### config.mk
export PLATFORM = sky130hd
export DESIGN_NAME = puf_reader
export DESIGN_NICKNAME = d
export VERILOG_FILES = /design/src/rtl/puf_pkg.sv /design/src/rtl/puf_edge_counter.sv /design/src/rtl/puf_reader.sv
export SDC_FILE = /design/constraint.sdc
export NUM_CORES = 1
export LEC_CHECK = 0
export ABC_AREA = 1
export BUFFER_PORTS_ARGS = -buffer_cell sky130_fd_sc_hd__buf_2
export CAP_MARGIN = 20
export CELL_PAD_IN_SITES_DETAIL_PLACEMENT = 1
export CELL_PAD_IN_SITES_GLOBAL_PLACEMENT = 2
export CORE_MARGIN = 5
export CORE_UTILIZATION = 30
export CTS_BUF_LIST = sky130_fd_sc_hd__clkbuf_8
export DETAILED_ROUTE_END_ITERATION = 8
export MAX_ROUTING_LAYER = met4
export PLACE_DENSITY = 0.78
export SYNTH_ARGS = -nofsm -noshare
export SYNTH_HDL_FRONTEND = slang
export SYNTH_HIERARCHICAL = 1
export SYNTH_SLANG_ARGS = --single-unit
### constraint.sdc
create_clock -name ICE_CLK -period 1.69 [get_ports ICE_CLK]
set_input_delay 0.2535 -clock ICE_CLK [delete_from_list [all_inputs] [get_ports ICE_CLK]]
set_output_delay 0.2535 -clock ICE_CLK [all_outputs]
set_load 0.01 [all_outputs]
### src/rtl/puf_pkg.sv
// ----------------------------------------------------------------------------
// puf_pkg
// Shared definitions for the ring-oscillator PUF reader.
//   state_t        : measurement FSM states used by puf_reader
//   SETTLE_CYCLES  : cycles spent in SETTLE so the synchronizers flush the
//                    previously selected oscillator before counting begins
// ----------------------------------------------------------------------------
package puf_pkg;

    typedef enum logic [2:0] {
        IDLE    = 3'd0,
        SETTLE  = 3'd1,
        COUNT   = 3'd2,
        COMPARE = 3'd3,
        DONE    = 3'd4
    } state_t;

    localparam int unsigned SETTLE_CYCLES = 4;

endpackage

### src/rtl/puf_edge_counter.sv
// ----------------------------------------------------------------------------
// puf_edge_counter
// Counts rising edges of one asynchronous ring-oscillator signal.
// The oscillator passes through a 2-flop synchronizer, then a rising-edge
// detector; every detected edge adds exactly one to a saturating counter.
//
// Ports
//   clk        : system clock
//   rst_n      : asynchronous active-low reset (clears synchronizer and count)
//   osc        : oscillator signal, asynchronous to clk
//   clear      : synchronous clear of the count (synchronizer keeps running)
//   enable     : count detected edges only while high
//   count      : current edge count, sticks at all-ones
//   saturated  : high when count is all-ones
// ----------------------------------------------------------------------------
module puf_edge_counter #(
    parameter int CNT_W = 16
) (
    input  logic             clk,
    input  logic             rst_n,
    input  logic             osc,
    input  logic             clear,
    input  logic             enable,
    output logic [CNT_W-1:0] count,
    output logic             saturated
);

    logic [1:0] sync;
    logic       prev;
    logic       rise;

    // Synchronizer and edge-detect history run every cycle, including while
    // the counter is cleared, so a newly selected oscillator is flushed in.
    always_ff @(posedge clk or negedge rst_n) begin
        if (!rst_n) begin
            sync <= 2'b00;
            prev <= 1'b0;
        end else begin
            sync <= {sync[0], osc};
            prev <= sync[1];
        end
    end

    assign rise      = sync[1] & ~prev;
    assign saturated = &count;

    // Saturating counter: once all-ones it holds so the error is visible
    // instead of wrapping to a small, plausible-looking value.
    always_ff @(posedge clk or negedge rst_n) begin
        if (!rst_n) begin
            count <= '0;
        end else if (clear) begin
            count <= '0;
        end else if (enable && rise && !saturated) begin
            count <= count + 1'b1;
        end
    end

endmodule

### src/rtl/puf_reader.sv
// ----------------------------------------------------------------------------
// puf_reader
// Ring-oscillator PUF response reader. On start, a challenge pair of
// oscillator indices is latched; both oscillators are counted over a fixed
// gate window and the response bit reports whether the first ran faster.
//
// Ports
//   ICE_CLK     : system clock
//   ICE_RST_N   : asynchronous active-low reset
//   osc_in      : free-running ring-oscillator outputs (asynchronous)
//   start       : request pulse, only looked at while idle
//   chal_a/b    : challenge oscillator indices
//   busy        : measurement in progress (drops when resp_valid rises)
//   resp_valid  : one-cycle result strobe
//   resp_bit    : 1 iff cnt_a > cnt_b (ties give 0)
//   resp_err    : invalid challenge (a == b) or a saturated counter
//   cnt_a/cnt_b : raw edge counts, held until the next accepted start
// ----------------------------------------------------------------------------
module puf_reader
    import puf_pkg::*;
#(
    parameter int N_OSC       = 16,
    parameter int CNT_W       = 16,
    parameter int GATE_CYCLES = 4096
) (
    input  logic                     ICE_CLK,
    input  logic                     ICE_RST_N,
    input  logic [N_OSC-1:0]         osc_in,
    input  logic                     start,
    input  logic [$clog2(N_OSC)-1:0] chal_a,
    input  logic [$clog2(N_OSC)-1:0] chal_b,
    output logic                     busy,
    output logic                     resp_valid,
    output logic                     resp_bit,
    output logic                     resp_err,
    output logic [CNT_W-1:0]         cnt_a,
    output logic [CNT_W-1:0]         cnt_b
);

    localparam int IDX_W    = $clog2(N_OSC);
    localparam int GATE_W   = $clog2(GATE_CYCLES + 1);
    localparam int SETTLE_W = $clog2(SETTLE_CYCLES);

    localparam logic [GATE_W-1:0]   GATE_LOAD   = GATE_W'(GATE_CYCLES - 1);
    localparam logic [SETTLE_W-1:0] SETTLE_LAST = SETTLE_W'(SETTLE_CYCLES - 1);

    state_t              state;
    state_t              next_state;
    logic [IDX_W-1:0]    chal_a_q;
    logic [IDX_W-1:0]    chal_b_q;
    logic [SETTLE_W-1:0] settle_cnt;
    logic [GATE_W-1:0]   gate_cnt;
    logic                chal_invalid;
    logic                settle_done;
    logic                gate_done;
    logic                clear_cnt;
    logic                count_en;
    logic                sel_a;
    logic                sel_b;
    logic                sat_a;
    logic                sat_b;

    assign chal_invalid = (chal_a == chal_b);
    assign settle_done  = (settle_cnt == SETTLE_LAST);
    assign gate_done    = (gate_cnt == '0);

    // Oscillator selection uses the latched challenge, so challenge inputs
    // may change freely while a measurement is running.
    assign sel_a = osc_in[chal_a_q];
    assign sel_b = osc_in[chal_b_q];

    // State register
    always_ff @(posedge ICE_CLK or negedge ICE_RST_N) begin
        if (!ICE_RST_N) begin
            state <= IDLE;
        end else begin
            state <= next_state;
        end
    end

    // Next-state and control outputs. Counters are also cleared on the
    // accepting cycle so an invalid challenge reports zero counts in DONE.
    always_comb begin
        next_state = state;
        busy       = 1'b0;
        resp_valid = 1'b0;
        clear_cnt  = 1'b0;
        count_en   = 1'b0;
        case (state)
            IDLE: begin
                if (start) begin
                    clear_cnt  = 1'b1;
                    next_state = chal_invalid ? DONE : SETTLE;
                end
            end
            SETTLE: begin
                busy      = 1'b1;
                clear_cnt = 1'b1;
                if (settle_done) begin
                    next_state = COUNT;
                end
            end
            COUNT: begin
                busy     = 1'b1;
                count_en = 1'b1;
                if (gate_done) begin
                    next_state = COMPARE;
                end
            end
            COMPARE: begin
                busy       = 1'b1;
                next_state = DONE;
            end
            DONE: begin
                resp_valid = 1'b1;
                next_state = IDLE;
            end
            default: begin
                next_state = IDLE;
            end
        endcase
    end

    // Datapath: challenge latch, settle/gate timers and response registers.
    // The gate counter is loaded on the last SETTLE cycle and COUNT lasts
    // until it reaches zero, giving exactly GATE_CYCLES counting cycles.
    always_ff @(posedge ICE_CLK or negedge ICE_RST_N) begin
        if (!ICE_RST_N) begin
            chal_a_q   <= '0;
            chal_b_q   <= '0;
            settle_cnt <= '0;
            gate_cnt   <= '0;
            resp_bit   <= 1'b0;
            resp_err   <= 1'b0;
        end else begin
            case (state)
                IDLE: begin
                    if (start) begin
                        chal_a_q   <= chal_a;
                        chal_b_q   <= chal_b;
                        settle_cnt <= '0;
                        resp_bit   <= 1'b0;
                        resp_err   <= chal_invalid;
                    end
                end
                SETTLE: begin
                    settle_cnt <= settle_cnt + 1'b1;
                    if (settle_done) begin
                        gate_cnt <= GATE_LOAD;
                    end
                end
                COUNT: begin
                    if (!gate_done) begin
                        gate_cnt <= gate_cnt - 1'b1;
                    end
                end
                COMPARE: begin
                    resp_bit <= (cnt_a > cnt_b);
                    resp_err <= sat_a | sat_b;
                end
                default: begin
                end
            endcase
        end
    end

    puf_edge_counter #(
        .CNT_W(CNT_W)
    ) u_counter_a (
        .clk       (ICE_CLK),
        .rst_n     (ICE_RST_N),
        .osc       (sel_a),
        .clear     (clear_cnt),
        .enable    (count_en),
        .count     (cnt_a),
        .saturated (sat_a)
    );

    puf_edge_counter #(
        .CNT_W(CNT_W)
    ) u_counter_b (
        .clk       (ICE_CLK),
        .rst_n     (ICE_RST_N),
        .osc       (sel_b),
        .clear     (clear_cnt),
        .enable    (count_en),
        .count     (cnt_b),
        .saturated (sat_b)
    );

endmodule

==> metrics.md <==
| Metric | Value |
|---|---|
| Met3 routed WL | `478 um` |
| Largest net degree at the start of global routing | `67` |
| Crit Path Class | `flip-flop to flip-flop` |
| Worst hold slack | `151 ps` |
| DR pass1 iterations | `4` |
| Count leader, synth | `nand2_1` |
| Metal2 WL | `7740 um` |
| Final min period | `1610 ps` |
| Crit-path max cell delay | `360 ps` |
| Synth top cells by count | `nand2_1, inv_1, dfrtp_1, nor2_1, nand3_1` |
| Psw | `1.65 mW` |
| Synth async-reset ratio | `1.00` |
| VDD IR max | `0.364 mV` |
| Required time worst endpoint | `2000 ps` |
| Cells after Synth | `681` |
| Clock power share | `0.335` |
| DR DRC count | `0` |
| CP max FO | `6` |
| Routed vias | `4,941` |
| Unrepaired setup endpoints after global routing | `yes` |
| Iteration-0 DRC Markers | `197` |
| Syn avg cell area | `6.81 um^2` |
| Overall global routing resource usage | `0.178` |
| Root Buffer | `clkbuf_8` |
| Ys Warns | `6` |
| Post-synthesis cell type with the largest combined area | `dfrtp_1` |
| Number of global-route vias before repair | `5,259` |
| Pleak | `3.17 nW` |
| Pwr Density | `819 nW/um^2` |
| Comb power frac | `0.292` |
| Internal | `3.28 mW` |
| Final Cycle Share | `0.951` |
| Slew Viols, Final | `0` |
| Most used cell, CP | `nor2_4` |
| CTS clk-pin slew, worst paths | `80 ps` |
| Initial antenna violation count | `1` |
| Boundary pin count | `63` |
| Sw Share | `0.335` |
| First-pass GRT wire length | `25,500 um` |
| GRT overflow | `0` |
| Initial Util | `0.305` |
| Share of cells above drive strength 1 | `0.239` |
| Slew Limit Headroom | `0.674` |
| Crit path buf inv count | `1` |
| Hold WC Path Type | `primary input to flip-flop` |
| H-tree depth | `3` |
| Max-Cap Viols | `0` |
| Syn Std Cell Area | `4640 um^2` |
| Total CTS buffers | `9` |
| Final Hold Viols | `0` |
| WL/cell | `15.1 um` |
| Worst-Margin Slew | `489 ps` |
| WL final | `15,200 um` |
| Worst Skew | `7.83 ps` |
| CTS tree | `built` |
| Register area share after synthesis | `0.356` |
| Final nets | `859` |
| Area contributors post-synth | `dfrtp_1, nand2_1, inv_1` |
| WP data arrival | `1920 ps` |
| Fmax achieved | `0.622 GHz` |
| Critical Path Start Type | `flip-flop` |
| Top cell type's share of synthesized area | `0.356` |
| Tot Pwr | `4.92 mW` |
| M1 WL | `6830 um` |
| Die footprint | `18,000 um^2` |
| Final HPWL DP | `11,400 um` |
| Area grow syn2layout | `29.5%` |
| Worst-Skew Late Latency | `370 ps` |
| Top FF cell, synth | `dfrtp_1` |
| Synthesis-stage register bit count | `66` |
| Vias per cell | `4.92` |
| Die Span Y | `134 um` |
| Sequential share of power | `0.373` |
| Row Count | `45` |
| Port-buffer cells | `62` |
| Number of flops mapped to enable cells by yosys | `0` |
| Net Count, Synth | `729` |
| Setup violations, final | `0` |
| Gp weighted congestion | `0.807` |
| Die width | `134 um` |
| CP Capture Type | `flip-flop` |
| Max Root-Sink Buffers | `2` |
| Crit path cell chain | `ha_2 > nand2_2 > nor2_4 > nand2_2 > nor2_4 > nor2_4 > nor2_4 > buf_4 > nand2_1 > nand2_1` |
| Top routing layer in use | `met4` |
| Antenna Nets Post-Route | `0` |
| Delay-heaviest family, CP | `simple AND/OR/NAND/NOR gates` |
| CTS Sinks | `66` |
| Core box area | `15,200 um^2` |
| Slowest-stage cell, CP | `dfrtp_1` |
| Status | `complete, no violations` |
| Layout Utilization | `0.395` |
| Number of distinct library cells after synthesis | `34` |
## what timing repair did
action,4_1_cts,5_1_grt
setup buffers,7,7
gates cloned,0,1
endpoints found under the hold margin,66,0
pin swaps,3,14
hold buffers,1,0
endpoints found under the setup margin,33,47
gates resized for setup,5,32
## per-stage QoR
| stage | instances | setup slack, ps | cell area [um^2] | setup TNS (ps) |
|---|---|---|---|---|
| finish | 1005 | 83.4 | 6010 | 0 |
| global route | 1005 | -45.2 | 6010 | -293 |
| CTS | 996 | 4.67 | 5860 | 0 |
| detailed placement | 972 | -77.5 | 5550 | -1260 |
| global placement | 972 | 15.3 | 5550 | 0 |
| floorplan | 681 | -37.4 | 4640 | -687 |
## cells in the final DEF, fill, tap and decap left out, types with 5 or more instances in the layout
cell      Yosys  layout
o211ai_1      8       8
nor2_2        6       7
dfrtp_1      66      60
nand2_1     218     215
nor2_1       62      57
a21oi_1      15      15
nand3_1      58      57
o21ai_1       2       8
nand2_2       2       5
nand4_1      30      30
o21ai_0      35      29
clkbuf_8      0       9
dfrtp_2       0       6
inv_2         5       7
inv_1        95      94
ha_1         21      20
buf_4         0      64
xor2_1        9       9
buf_2         6      62
nor2_4        7      11
nand3b_1      7       7
## power groups by stage
stage / sequential, mW / clock, mW / combinational [mW]
global route: 1.86 / 1.75 / 1.64
CTS: 1.84 / 1.71 / 1.43
finish: 1.84 / 1.65 / 1.44
floorplan: 1.94 / 0 / 0.684
global placement: 1.86 / 0 / 1.34
detailed placement: 1.87 / 0 / 1.38
## cell families after synthesis
family	Yosys count	share of synthesized area
AND/OR/NAND/NOR	398	0.381
buffers and inverters	117	0.102
AO/OA/AOI/OAI	69	0.0850
flip-flops	66	0.356
adder cells (fa/ha/maj)	21	0.0567
XOR/XNOR	10	0.0189
## worst register-to-register path: cells and delay by family, from the launching register on
| kind | cells | cell delay, ps |
|---|---|---|
| and+or+nand+nor | 8 | 820 |
| DFF | 1 | 360 |
| adders and majority gates | 1 | 220 |
| buffers and inverters | 1 | 160 |
## cell type report
| type | count | area [um^2] |
|---|---|---|
| inverter | 102 | 385 |
| fill | 1954 | 9200 |
| clock inverter | 7 | 110 |
| multi-input combinational | 499 | 2600 |
| timing repair buffer | 133 | 895 |
| tap | 188 | 235 |
| clock buffer | 9 | 124 |
| sequential | 66 | 1660 |
| antenna | 1 | 2.50 |
## path summary, 6_finish.rpt
kind	startpoint	end	slack, ps	cells past startpoint
max	u_counter_b/count[0]$_DFFE_PN0P_	u_counter_b/count[14]$_DFFE_PN0P_	80	10
min	chal_a[2]	chal_a_q[2]$_DFFE_PN0P_	150	3
max reg2reg	u_counter_b/count[0]$_DFFE_PN0P_	u_counter_b/count[14]$_DFFE_PN0P_	80	10
min reg2reg	u_counter_a/sync[0]$_DFF_PN0_	u_counter_a/sync[1]$_DFF_PN0_	350	0
max in group asynchronous	ICE_RST_N	u_counter_b/count[15]$_DFFE_PN0P_	920	3
min in group asynchronous	ICE_RST_N	u_counter_a/count[3]$_DFFE_PN0P_	430	3
## routing by layer
layer | GRT usage | up-vias
met2 | 0.303 | 76
met1 | 0.213 | 2416
met5 | - | -
li1 | - | 2437
met4 | 0.0458 | 0
met3 | 0.0398 | 12
## flip-flops by register name, indices dropped and copies added, names as in the netlist
signal and count:
gate_cnt 13, resp_bit 1, chal_a_q 4, chal_b_q 4
u_counter_a/count 16, settle_cnt 2, u_counter_b/sync 2, u_counter_a/sync 2
u_counter_a/prev 1, state 3, u_counter_b/count 16, resp_err 1
u_counter_b/prev 1
Power figures use the tool's default switching activity.
